## src/rtl/mem_bus_pkg.sv

```systemverilog
// -----------------------------------------------------------------------------
// mem_bus_pkg
// Shared widths, FSM state type and request payload for the two-master
// round-robin memory bus arbiter (PicoRV32-style valid/ready bus).
// Contents: BUS_AW/BUS_DW/BUS_SW widths, arb_state_e, bus_req_t,
//           TIMEOUT_RDATA (read data returned on a forced completion).
// -----------------------------------------------------------------------------
package mem_bus_pkg;

  localparam int unsigned BUS_AW = 32;
  localparam int unsigned BUS_DW = 32;
  localparam int unsigned BUS_SW = 4;

  typedef enum logic {
    IDLE = 1'b0,
    BUSY = 1'b1
  } arb_state_e;

  localparam logic [BUS_DW-1:0] TIMEOUT_RDATA = 32'hDEAD_BEEF;

  // Request payload carried from the owning master to the slave bus
  typedef struct packed {
    logic [BUS_AW-1:0] addr;
    logic [BUS_DW-1:0] wdata;
    logic [BUS_SW-1:0] wstrb;
  } bus_req_t;

endpackage

```

## src/rtl/mem_bus_arbiter_if.sv

```systemverilog
// -----------------------------------------------------------------------------
// mem_bus_arbiter_if
// One native memory bus link (valid/ready, addr/wdata/wstrb, rdata).
// Modports:
//   master : drives valid/addr/wdata/wstrb, receives ready/rdata
//   slave  : receives valid/addr/wdata/wstrb, drives ready/rdata
// wstrb == 0 marks a read.
// -----------------------------------------------------------------------------
interface mem_bus_arbiter_if
  import mem_bus_pkg::*;
();

  logic              valid;
  logic [BUS_AW-1:0] addr;
  logic [BUS_DW-1:0] wdata;
  logic [BUS_SW-1:0] wstrb;
  logic              ready;
  logic [BUS_DW-1:0] rdata;

  modport master (output valid, addr, wdata, wstrb, input ready, rdata);
  modport slave  (input valid, addr, wdata, wstrb, output ready, rdata);

endinterface

```

## src/rtl/bus_timeout_ctr.sv

```systemverilog
// -----------------------------------------------------------------------------
// bus_timeout_ctr
// Counts BUSY cycles without slave completion, flags expiry and keeps a sticky
// timeout flag. Only instantiated when ARB_TIMEOUT_EN is defined.
// Ports:
//   clk, rst      : clock, async active-high reset
//   i_start       : grant issued this cycle (next cycle is first BUSY cycle)
//   i_busy        : arbiter BUSY with a live owner request
//   i_s_ready     : slave completion
//   i_clr         : clear sticky flag (a same-cycle expiry wins)
//   o_expire_c    : combinational, force completion this cycle
//   o_flag        : sticky timeout flag
// -----------------------------------------------------------------------------
module bus_timeout_ctr #(
  parameter int unsigned TIMEOUT_CYCLES = 256
) (
  input  logic clk,
  input  logic rst,
  input  logic i_start,
  input  logic i_busy,
  input  logic i_s_ready,
  input  logic i_clr,
  output logic o_expire_c,
  output logic o_flag
);

  localparam int unsigned CW = $clog2(TIMEOUT_CYCLES);
  localparam logic [CW-1:0] LAST_CNT = CW'(TIMEOUT_CYCLES - 1);

  logic [CW-1:0] r_cnt;
  logic          r_flag;

  // Expiry in the BUSY cycle whose index (from 0) reaches TIMEOUT_CYCLES-1
  always_comb begin
    o_expire_c = i_busy & ~i_s_ready & (r_cnt == LAST_CNT);
  end

  always_ff @(posedge clk or posedge rst) begin
    if (rst) begin
      r_cnt  <= '0;
      r_flag <= 1'b0;
    end else begin
      if (i_start) begin
        r_cnt <= '0;
      end else if (i_busy && !i_s_ready && !o_expire_c) begin
        r_cnt <= r_cnt + CW'(1);
      end
      if (o_expire_c) begin
        r_flag <= 1'b1;
      end else if (i_clr) begin
        r_flag <= 1'b0;
      end
    end
  end

  assign o_flag = r_flag;

endmodule

```

## src/rtl/mem_bus_arbiter.sv

```systemverilog
// -----------------------------------------------------------------------------
// mem_bus_arbiter
// Two-master round-robin arbiter onto one shared slave bus. A grant is held
// until the slave completes (or the owner withdraws); every transaction is
// followed by at least one IDLE cycle. Slave request and master response
// paths are combinational through the owner mux; grant/state are registered.
// Optional build macro: ARB_TIMEOUT_EN (forced completion after
// TIMEOUT_CYCLES BUSY cycles, returning TIMEOUT_RDATA and setting a sticky
// timeout_flag). Without it timeout_flag is 0 and timeout_clr is ignored.
// Ports:
//   clk, rst       : clock, async active-high reset
//   m0, m1         : master links (slave modport)
//   s              : shared slave link (master modport)
//   grant          : one-hot owner, 00 in IDLE
//   timeout_clr    : clears timeout_flag
//   timeout_flag   : sticky forced-completion indicator
// -----------------------------------------------------------------------------
module mem_bus_arbiter
  import mem_bus_pkg::*;
#(
  parameter int unsigned TIMEOUT_CYCLES = 256
) (
  input  logic                    clk,
  input  logic                    rst,
  mem_bus_arbiter_if.slave        m0,
  mem_bus_arbiter_if.slave        m1,
  mem_bus_arbiter_if.master       s,
  output logic [1:0]              grant,
  input  logic                    timeout_clr,
  output logic                    timeout_flag
);

  arb_state_e        r_state;
  logic              r_owner;
  logic              r_last;
  logic [1:0]        r_grant;

  logic              w_busy;
  logic              w_own_valid;
  logic              w_any_req;
  logic              w_pick;
  logic              w_expire;
  logic              w_done;
  logic              w_flag;
  bus_req_t          w_req;
  logic [BUS_DW-1:0] w_rdata;

  // Owner mux, slave request and master response paths
  always_comb begin
    w_busy      = (r_state == BUSY);
    w_any_req   = m0.valid | m1.valid;
    // Tie goes to the master that did not complete last
    w_pick      = (m0.valid & m1.valid) ? ~r_last : m1.valid;
    w_own_valid = r_owner ? m1.valid : m0.valid;
    w_req       = r_owner ? {m1.addr, m1.wdata, m1.wstrb}
                          : {m0.addr, m0.wdata, m0.wstrb};

    s.valid = w_busy & w_own_valid & ~w_expire;
    s.addr  = w_busy ? w_req.addr  : '0;
    s.wdata = w_busy ? w_req.wdata : '0;
    s.wstrb = w_busy ? w_req.wstrb : '0;

    // Withdrawn request never completes, even if the slave answers
    w_done  = (s.valid & s.ready) | w_expire;
    w_rdata = w_expire ? TIMEOUT_RDATA : s.rdata;

    m0.ready = w_done & ~r_owner;
    m1.ready = w_done &  r_owner;
    m0.rdata = (w_busy & ~r_owner) ? w_rdata : '0;
    m1.rdata = (w_busy &  r_owner) ? w_rdata : '0;
  end

  // Arbitration FSM
  always_ff @(posedge clk or posedge rst) begin
    if (rst) begin
      r_state <= IDLE;
      r_owner <= 1'b0;
      r_last  <= 1'b1;
      r_grant <= 2'b00;
    end else begin
      case (r_state)
        IDLE: begin
          if (w_any_req) begin
            r_state <= BUSY;
            r_owner <= w_pick;
            r_grant <= w_pick ? 2'b10 : 2'b01;
          end
        end
        BUSY: begin
          if (!w_own_valid) begin
            r_state <= IDLE;
            r_grant <= 2'b00;
          end else if (w_done) begin
            r_state <= IDLE;
            r_grant <= 2'b00;
            r_last  <= r_owner;
          end
        end
        default: begin
          r_state <= IDLE;
          r_grant <= 2'b00;
        end
      endcase
    end
  end

  assign grant = r_grant;

`ifdef ARB_TIMEOUT_EN
  logic w_start;
  assign w_start = (r_state == IDLE) & w_any_req;

  bus_timeout_ctr #(
    .TIMEOUT_CYCLES (TIMEOUT_CYCLES)
  ) u_timeout (
    .clk        (clk),
    .rst        (rst),
    .i_start    (w_start),
    .i_busy     (w_busy & w_own_valid),
    .i_s_ready  (s.ready),
    .i_clr      (timeout_clr),
    .o_expire_c (w_expire),
    .o_flag     (w_flag)
  );
`else
  logic              w_unused_clr;
  logic [31:0]       w_unused_param;
  assign w_expire       = 1'b0;
  assign w_flag         = 1'b0;
  assign w_unused_clr   = timeout_clr;
  assign w_unused_param = 32'(TIMEOUT_CYCLES);
`endif

  assign timeout_flag = w_flag;

endmodule

```

## src/flat_wrapper.sv

```systemverilog
// flat-port wrapper written by rule: the top's interface ports become plain ports
module mem_bus_arbiter_flat import mem_bus_pkg::*;
#(
  parameter int unsigned TIMEOUT_CYCLES = 256
)
  (clk, rst, grant, timeout_clr, timeout_flag, m0_valid, m0_addr, m0_wdata, m0_wstrb, m0_ready, m0_rdata, m1_valid, m1_addr, m1_wdata, m1_wstrb, m1_ready, m1_rdata, s_valid, s_addr, s_wdata, s_wstrb, s_ready, s_rdata);
  mem_bus_arbiter_if m0_i ();
  mem_bus_arbiter_if m1_i ();
  mem_bus_arbiter_if s_i ();
  input  logic clk;
  input  logic rst;
  output logic [1:0] grant;
  input  logic timeout_clr;
  output logic timeout_flag;
  input wire logic [$bits(m0_i.valid)-1:0] m0_valid;
  input wire logic [$bits(m0_i.addr)-1:0] m0_addr;
  input wire logic [$bits(m0_i.wdata)-1:0] m0_wdata;
  input wire logic [$bits(m0_i.wstrb)-1:0] m0_wstrb;
  output wire logic [$bits(m0_i.ready)-1:0] m0_ready;
  output wire logic [$bits(m0_i.rdata)-1:0] m0_rdata;
  input wire logic [$bits(m1_i.valid)-1:0] m1_valid;
  input wire logic [$bits(m1_i.addr)-1:0] m1_addr;
  input wire logic [$bits(m1_i.wdata)-1:0] m1_wdata;
  input wire logic [$bits(m1_i.wstrb)-1:0] m1_wstrb;
  output wire logic [$bits(m1_i.ready)-1:0] m1_ready;
  output wire logic [$bits(m1_i.rdata)-1:0] m1_rdata;
  output wire logic [$bits(s_i.valid)-1:0] s_valid;
  output wire logic [$bits(s_i.addr)-1:0] s_addr;
  output wire logic [$bits(s_i.wdata)-1:0] s_wdata;
  output wire logic [$bits(s_i.wstrb)-1:0] s_wstrb;
  input wire logic [$bits(s_i.ready)-1:0] s_ready;
  input wire logic [$bits(s_i.rdata)-1:0] s_rdata;
  assign m0_i.valid = m0_valid;
  assign m0_i.addr = m0_addr;
  assign m0_i.wdata = m0_wdata;
  assign m0_i.wstrb = m0_wstrb;
  assign m0_ready = m0_i.ready;
  assign m0_rdata = m0_i.rdata;
  assign m1_i.valid = m1_valid;
  assign m1_i.addr = m1_addr;
  assign m1_i.wdata = m1_wdata;
  assign m1_i.wstrb = m1_wstrb;
  assign m1_ready = m1_i.ready;
  assign m1_rdata = m1_i.rdata;
  assign s_valid = s_i.valid;
  assign s_addr = s_i.addr;
  assign s_wdata = s_i.wdata;
  assign s_wstrb = s_i.wstrb;
  assign s_i.ready = s_ready;
  assign s_i.rdata = s_rdata;
  mem_bus_arbiter #(.TIMEOUT_CYCLES(TIMEOUT_CYCLES)) u_core (.clk(clk), .rst(rst), .m0(m0_i), .m1(m1_i), .s(s_i), .grant(grant), .timeout_clr(timeout_clr), .timeout_flag(timeout_flag));
endmodule
```

## config.mk

```make
export PLATFORM = sky130hd
export DESIGN_NAME = mem_bus_arbiter_flat
export DESIGN_NICKNAME = d
export VERILOG_FILES = /design/src/rtl/mem_bus_pkg.sv /design/src/rtl/mem_bus_arbiter_if.sv /design/src/rtl/bus_timeout_ctr.sv /design/src/rtl/mem_bus_arbiter.sv /design/src/flat_wrapper.sv
export SDC_FILE = /design/constraint.sdc
export NUM_CORES = 1
export LEC_CHECK = 0
export ABC_AREA = 1
export CAP_MARGIN = 15
export CORE_AREA = 2 2 120 122
export DETAILED_ROUTE_END_ITERATION = 16
export DIE_AREA = 0 0 122 124
export GPL_ROUTABILITY_DRIVEN = 0
export GPL_TIMING_DRIVEN = 0
export PLACE_DENSITY_LB_ADDON = 0.3
export SETUP_SLACK_MARGIN = 0.2
export SYNTH_ARGS = -nofsm -noshare
export SYNTH_HDL_FRONTEND = slang
export SYNTH_SLANG_ARGS = --single-unit
```

## constraint.sdc

```tcl
create_clock -name clk -period 2.06 [get_ports clk]
set_clock_uncertainty 0.1 [all_clocks]
set_input_delay 0.412 -clock clk [delete_from_list [all_inputs] [get_ports clk]]
set_output_delay 0.412 -clock clk [all_outputs]
set_load 0.01 [all_outputs]
```

==> flow_summary.yaml, run 1 <==
run_status:
  run_status: "completed"
logic_synthesis:
  ys_seq_area_share_pct: 7.68
  synth_net_count: 540
  ys_warn_count: 0
  synthesis.area_per_instance_sq_um: 4.50
  mappedNetlistArea_sq_um: 1650
  flip_flop_and_latch_count_after_synthesis: 5
  synthesis.instances: 366
  post_synth_num_cell_types: 17
drt:
  avgViaCountPerCell: 4.01
  drt_iter0_drc: 109
  final_routed_drc_violation_total: 0
  ant_nets: 0
  drt-total-wl_um: 12800
  detail_routed_net_length_per_standard_cell_um: 14.7
  drt_pre_antenna_iters: 4
  vias_post_dr: 3485
global_routing:
  grt_pass1_vias: 3371
  grt_antenna_before_repair: 0
  grt_max_degree: 11
  grt_util_met3_pct: 3.85
  groute.usage.overall_pct: 14.5
  first_pass_grt_wire_length_um: 17200
  grt_busiest_layer: "met2"
  grt_overflow_total: 0
  grt.met1_usage_pct: 15.3
  grt_util_met2_pct: 29.1
placement:
  port-buffer-count: 309
  dp_hpwl_um: 10100
  placedInstanceArea_sq_um: 4960
clock_network:
  worstSkewPairLatency_ps: 230
  sinks_on_clock_net: 5
  tritoncts: "done"
  clock_transition_at_the_registers_of_the_reported_paths_ps: 30
  holdBufCountCts: 0
  cts.path.max_buffers: 2
  cts_max_level: 1
  clk_root_buffer_cell: "sky130_fd_sc_hd__clkbuf_16"
  tritoncts.num_buffers: 3
worst_hold_path:
  min_path_type: "in2async"
critical_path:
  critPathArrivalTime_ps: 1500
  ff2ff_path_depth: 9
  worstSetupEndpointType: "output port"
  criticalPathCategory: "reg2out"
  critical_path_required_ps: 1550
  crit_path_max_fanout: 5
  timing.critical_path.from_type: "register"
pwr:
  power_per_cell_area_nw_per_um2: 1090
  power.leakage_nw: 2.66
  vdd_drop_max_mv: 0.437
floorplanning:
  floorplan.initialDensity_pct: 12.0
  floorplan.core_area_sq_um: 13700
  dieHeight_um: 124
  floorplan.rows: 43
  die-width_um: 122
  design.die.area_sq_um: 15100
  floorplan.io_pins: 312
final_layout:
  layout.filler_cells: 1533
  layout-area-overhead-vs-synth_pct: 223
  nNetsFinal: 864
  final_core_util_pct: 38.8
  seqCellArea_sq_um: 129
  post_route_cells_drive_above_1_share_pct: 36.1
  layout.cells.most_common: "sky130_fd_sc_hd__clkdlybuf4s50_1"
  multi_input_area_sq_um: 1580
  most-common-layout-cells: "sky130_fd_sc_hd__clkdlybuf4s50_1 (172), sky130_fd_sc_hd__nand2_1 (113), sky130_fd_sc_hd__buf_2 (93), sky130_fd_sc_hd__nor2_1 (57), sky130_fd_sc_hd__inv_1 (37)"
  fin_area_sq_um: 5320
  antenna_cells: 0
sta:
  final_hold_viol_count: 0
  setup_viol_count_final: 0
  fmaxAchievable_mhz: 497
  fin_crit_sh_pct: 97.8
  drv_slew: 0
  finalCriticalPeriod_ps: 2010
  unrepaired_setup_endpoints_after_global_routing: "yes"
flow_run:
  count_of_maximum_capacitance_violations: 0
## sequential cells by signal, indices dropped and copies added (netlist names)
signal          count
u_core.grant        2
u_core.r_last       1
u_core.r_owner      1
u_core.r_state      1
## synthesized netlist by cell type
cell                       count  area share (%)
sky130_fd_sc_hd__buf_4         2            0.91
sky130_fd_sc_hd__nand2_1     151              34
sky130_fd_sc_hd__a21oi_1      67              20
sky130_fd_sc_hd__buf_6         4             2.7
sky130_fd_sc_hd__conb_1        1            0.23
sky130_fd_sc_hd__nor2_1       66              15
sky130_fd_sc_hd__o21ai_0       1            0.30
sky130_fd_sc_hd__clkbuf_1      5             1.1
sky130_fd_sc_hd__inv_2         1            0.23
sky130_fd_sc_hd__nand3_1       4             1.2
sky130_fd_sc_hd__inv_4         1            0.38
sky130_fd_sc_hd__a21oi_2       2             1.1
sky130_fd_sc_hd__o21ai_1       1            0.30
sky130_fd_sc_hd__buf_2        18             5.5
sky130_fd_sc_hd__inv_1        37             8.4
sky130_fd_sc_hd__dfrtp_1       4             6.1
sky130_fd_sc_hd__dfstp_2       1             1.6
## metrics by stage
step / hold WS [ps] / setup TNS [ps] / std cells / total power, mW / setup WS (ps)
4_1_cts: 297 / 0 / 863 / 5.54 / 2.53
3_5_place_dp: 358 / -17450 / 855 / 4.89 / -445
2_1_floorplan: 89.8 / 0 / 366 / 2.21 / 513
6_report: 289 / 0 / 869 / 5.82 / 46.1
5_1_grt: 335 / -8.44 / 869 / 6.27 / -3.85
3_3_place_gp: 356 / -18020 / 855 / 4.90 / -462
## what timing repair did
item | 4_1_cts | 5_1_grt
gates resized for setup | 557 | 105
cloned | 1 | 4
pin swaps | 24 | 3
setup buffers | 3 | 2
setup endpoints to repair | 135 | 134
endpoints found under the hold margin | 0 | 0
## cell families (layout without fill, tap and decap cells)
| kind of cell | count (synthesis) | count (layout) | synth area share (%) |
|---|---|---|---|
| AOI/OAI and AO/OA | 71 | 71 | 22.1 |
| buffers and inverters | 68 | 391 | 19.3 |
| DFF | 5 | 5 | 7.68 |
| other | 1 | 1 | 0.228 |
| and+or+nand+nor | 221 | 221 | 50.7 |
## power by group
part	total (mW)	switching [mW]	internal, mW
clock	0.321	0.0648	0.257
combinational	5.30	2.85	2.45
sequential	0.202	0.0503	0.152
## metal layers
metal / vias up / part of all wire, %
met2: 188 / 54
met3: 6 / 9.7
li1: 1761 / -
met4: 0 / 0.52
met5: - / 0
met1: 1530 / 36
## worst max-delay path, stage by stage (launching register included)
cell                            delay [ps]
sky130_fd_sc_hd__dfrtp_2               400
sky130_fd_sc_hd__clkbuf_16             200
sky130_fd_sc_hd__clkinv_8              100
sky130_fd_sc_hd__nand3_4                90
sky130_fd_sc_hd__nand2_4                60
sky130_fd_sc_hd__buf_4                 140
sky130_fd_sc_hd__dlygate4sd2_1         270
## cell type report
| cell class | count | share of cell area [%] |
|---|---|---|
| Timing Repair Buffer | 318 | 51.3 |
| Multi-Input combinational cell | 293 | 29.7 |
| Buffer | 29 | 7.22 |
| Tap cell | 180 | 4.23 |
| Inverter | 39 | 3.29 |
| Sequential cell | 5 | 2.42 |
| Clock buffer | 4 | 1.48 |
| Timing Repair inverter | 1 | 0.306 |
## worst paths after layout
kind / start / endpoint / slack, ps
min in group clk: u_core.grant[0] / u_core.grant[0] / 360
hold reg to reg: u_core.grant[0] / u_core.grant[0] / 360
max in group asynchronous: rst / u_core.r_last / 1330
hold / removal: rst / u_core.grant[1] / 290
setup / recovery: u_core.r_owner / s_valid / 50
setup reg to reg: u_core.r_owner / u_core.grant[1] / 600
Note: power is estimated with default switching activity, not from simulation.
==> inputs of run 2 (changes only) <==
Settings changed: ABC_AREA 1 to not set, CORE_AREA 2 2 120 122 to 2 2 123 125, DIE_AREA 0 0 122 124 to 0 0 125 127.
==> run 2 against run 1 <==
  * Non-clock buffer count up 25
  * Combinational power down 12%
  * Synthesized cell count down 29%
  * Critical path depth is the same
  * Die area up 4.9%
  * Global-route usage shrank 0.086 points
  * The run now ends with setup timing left
  * Power shrank 12%
  * Area after synthesis increased by 20%
  * Largest cell class unchanged
==> flow_summary.yaml, run 2 <==
flow_run:
  count_of_maximum_capacitance_violations: 0
final_layout:
  max_ffs_per_register: 2
  layout-area-overhead-vs-synth_pct: 192
  antenna_cells: 0
  nNetsFinal: 782
  most-common-layout-cells: "sky130_fd_sc_hd__clkdlybuf4s50_1 (171), sky130_fd_sc_hd__buf_2 (95), sky130_fd_sc_hd__nor2b_1 (67), sky130_fd_sc_hd__buf_6 (64), sky130_fd_sc_hd__mux2i_1 (64)"
  fin_area_sq_um: 5750
  layout.cells.most_common: "sky130_fd_sc_hd__clkdlybuf4s50_1"
  post_route_cells_drive_above_1_share_pct: 41.4
  final_core_util_pct: 39.9
global_routing:
  grt_pass1_vias: 3211
  groute.usage.overall_pct: 14.4
  grt_max_degree: 11
  grt_antenna_before_repair: 0
  first_pass_grt_wire_length_um: 18300
  grt_overflow_total: 0
drt:
  ant_nets: 0
  drt_pre_antenna_iters: 4
  final_routed_drc_violation_total: 0
  drt-total-wl_um: 13000
  avgViaCountPerCell: 4.03
  detail_routed_net_length_per_standard_cell_um: 16.4
  vias_post_dr: 3187
  drt_iter0_drc: 51
pwr:
  clock_power_share_pct: 6.1
  totalPowerFinal_mw: 5.13
  p_switching_mw: 2.00
  vdd_drop_max_mv: 0.601
  power_per_cell_area_nw_per_um2: 892
  pwr-share-seq_pct: 3.2
  swShare_pct: 39.0
  power.leakage_nw: 2.87
  share_comb_of_total_power_pct: 90.7
  internal-power_mw: 3.13
floorplanning:
  dieHeight_um: 127
  floorplan.rows: 44
  floorplan.initialDensity_pct: 13.7
  floorplan.io_pins: 312
  design.die.area_sq_um: 15900
  die-width_um: 125
  floorplan.core_area_sq_um: 14400
logic_synthesis:
  async_reset_ff_share_pct: 100
  mappedNetlistArea_sq_um: 1970
  post-synth-top-area-cell: "sky130_fd_sc_hd__mux2i_1"
  synth_net_count: 433
  flip_flop_and_latch_count_after_synthesis: 5
  yosys.area.top_type_share_pct: 35.1
  synth.area.top_cells: "sky130_fd_sc_hd__mux2i_1 (35%), sky130_fd_sc_hd__nor2b_1 (22%), sky130_fd_sc_hd__and3_1 (10%), sky130_fd_sc_hd__and2_1 (10%), sky130_fd_sc_hd__dfrtp_1 (5.1%)"
  post_synth_num_cell_types: 29
  ys_seq_area_share_pct: 6.42
  synth_ff_type: "sky130_fd_sc_hd__dfrtp_1"
  synth_top_cells_by_count: "sky130_fd_sc_hd__mux2i_1 (69), sky130_fd_sc_hd__nor2b_1 (68), sky130_fd_sc_hd__and3_1 (33)"
  synthesis.area_per_instance_sq_um: 7.60
  synthesis.instances: 259
  synth_enable_flop_cells: 0
  most_frequent_cell_after_synthesis: "sky130_fd_sc_hd__mux2i_1"
  ys_warn_count: 0
sta:
  fin_crit_sh_pct: 100
  setup_tns_ps: -45.6
  layout_setup_ws_ps: -10.3
  final_hold_viol_count: 0
  unrepaired_setup_endpoints_after_global_routing: "yes"
  drv_slew: 0
  setup_viol_count_final: 10
  finalCriticalPeriod_ps: 2070
  fmaxAchievable_mhz: 483
critical_path:
  critPathArrivalTime_ps: 1560
  cpMostUsedCell: "sky130_fd_sc_hd__buf_6"
  worstSetupEndpointType: "output port"
  ff2ff_path_depth: 6
  cp_slowest_cell: "sky130_fd_sc_hd__dfrtp_1"
  timing.critical_path.from_type: "register"
  crit_path_max_fanout: 9
  timing.critical_path.cells: "buf_8 -> and2b_2 -> buf_6 -> clkbuf_16 -> and2_4 -> buf_6"
  critical_path_required_ps: 1550
  criticalPathCategory: "reg2out"
  timing.critical_path.slowest_cell_delay_ps: 350
clock_network:
  cts.path.max_buffers: 2
  tritoncts.num_buffers: 3
  clock_transition_at_the_registers_of_the_reported_paths_ps: 30
  sinks_on_clock_net: 5
  cts_max_level: 1
  holdBufCountCts: 0
  worstSkewPairLatency_ps: 220
  clk_root_buffer_cell: "sky130_fd_sc_hd__clkbuf_16"
  tritoncts: "done"
worst_hold_path:
  min_path_type: "in2async"
placement:
  dp_hpwl_um: 10400
  pre_cts_ws_ps: -472
  placedInstanceArea_sq_um: 5290
  port-buffer-count: 309
run_status:
  failed_checks: "setup timing"
  run_status: "complete, but fails checks"
==> run 2: changes by cell type after synthesis, sizes merged, moves of 33 or more <==
cell and change:
a21oi -69, and3 +33, inv -34, mux2i +69, nand2 -148, nor2 -64, nor2b +68
==> run 2: power by group through the flow <==
| stage | Clock (mW) | Sequential [mW] | Combinational, mW |
|---|---|---|---|
| floorplan | 0 | 0.157 | 1.86 |
| global placement | 0 | 0.154 | 3.80 |
| detailed placement | 0 | 0.155 | 3.83 |
| CTS | 0.322 | 0.159 | 4.14 |
| global route | 0.338 | 0.168 | 4.94 |
| finish | 0.315 | 0.163 | 4.65 |
==> run 2: cell type report <==
class / instances / area, sq um
fill: 1505 / 8670
timing repair buffer: 344 / 3080
multi-input combinational: 221 / 1820
buffer: 28 / 388
tap: 184 / 230
sequential: 5 / 126
clock buffer: 4 / 78.8
inverter: 5 / 18.8
==> run 2: layer usage <==
| layer | vias to the layer above | part of all wire [%] | track usage, % |
|---|---|---|---|
| li1 | 1571 | - | - |
| met1 | 1486 | 41 | 17.3 |
| met2 | 120 | 54 | 27.9 |
| met3 | 10 | 4.6 | 2.18 |
| met4 | 0 | 1.1 | 1.31 |
| met5 | - | 0 | 0 |
==> run 2: path summary, 6_finish.rpt <==
path | startpoint | endpoint | slack [ps]
min | rst | u_core.r_owner | 280
min reg2reg | u_core.r_last | u_core.r_last | 420
max reg2reg | u_core.r_owner | u_core.grant[1] | 490
min in group clk | u_core.r_last | u_core.r_last | 420
max | u_core.r_owner | m0_rdata[9] | -10
max in group asynchronous | rst | u_core.r_last | 1340
==> run 2: kinds of logic after synthesis <==
kind of cell	count (synthesis)	share of synthesized area, %
AO/OA/AOI/OAI	6	2.22
AND/OR/NAND/NOR	145	46.1
buffers and inverters	33	10.0
flip-flops	5	6.42
other	1	0.190
multiplexers	69	35.1
==> run 2: through the flow <==
step | cells | hold slack [ps]
2_1_floorplan | 259 | 89.8
3_5_place_dp | 752 | 413
6_report | 791 | 283
4_1_cts | 779 | 288
5_1_grt | 791 | 293
3_3_place_gp | 752 | 408
==> run 2: critical path: cells and delay by family (launching register included) <==
family / cells / cell delay [ps]
buf+inv: 4 / 560
simple gates: 2 / 410
flops: 1 / 350
==> run 2: repair_timing <==
action,CTS,global route
gates cloned,5,3
buffers inserted,18,9
endpoints found under the hold margin,0,0
resized for setup,581,131
pin swaps,2,7
endpoints found under the setup margin,135,134
==> inputs of run 3 (changes only) <==
Settings changed: CTS_CLUSTER_DIAMETER set to 120, GPL_ROUTABILITY_DRIVEN 0 to not set.
==> results of run 3 <==
Final layout, timing and power as in run 2 (identical DEF).
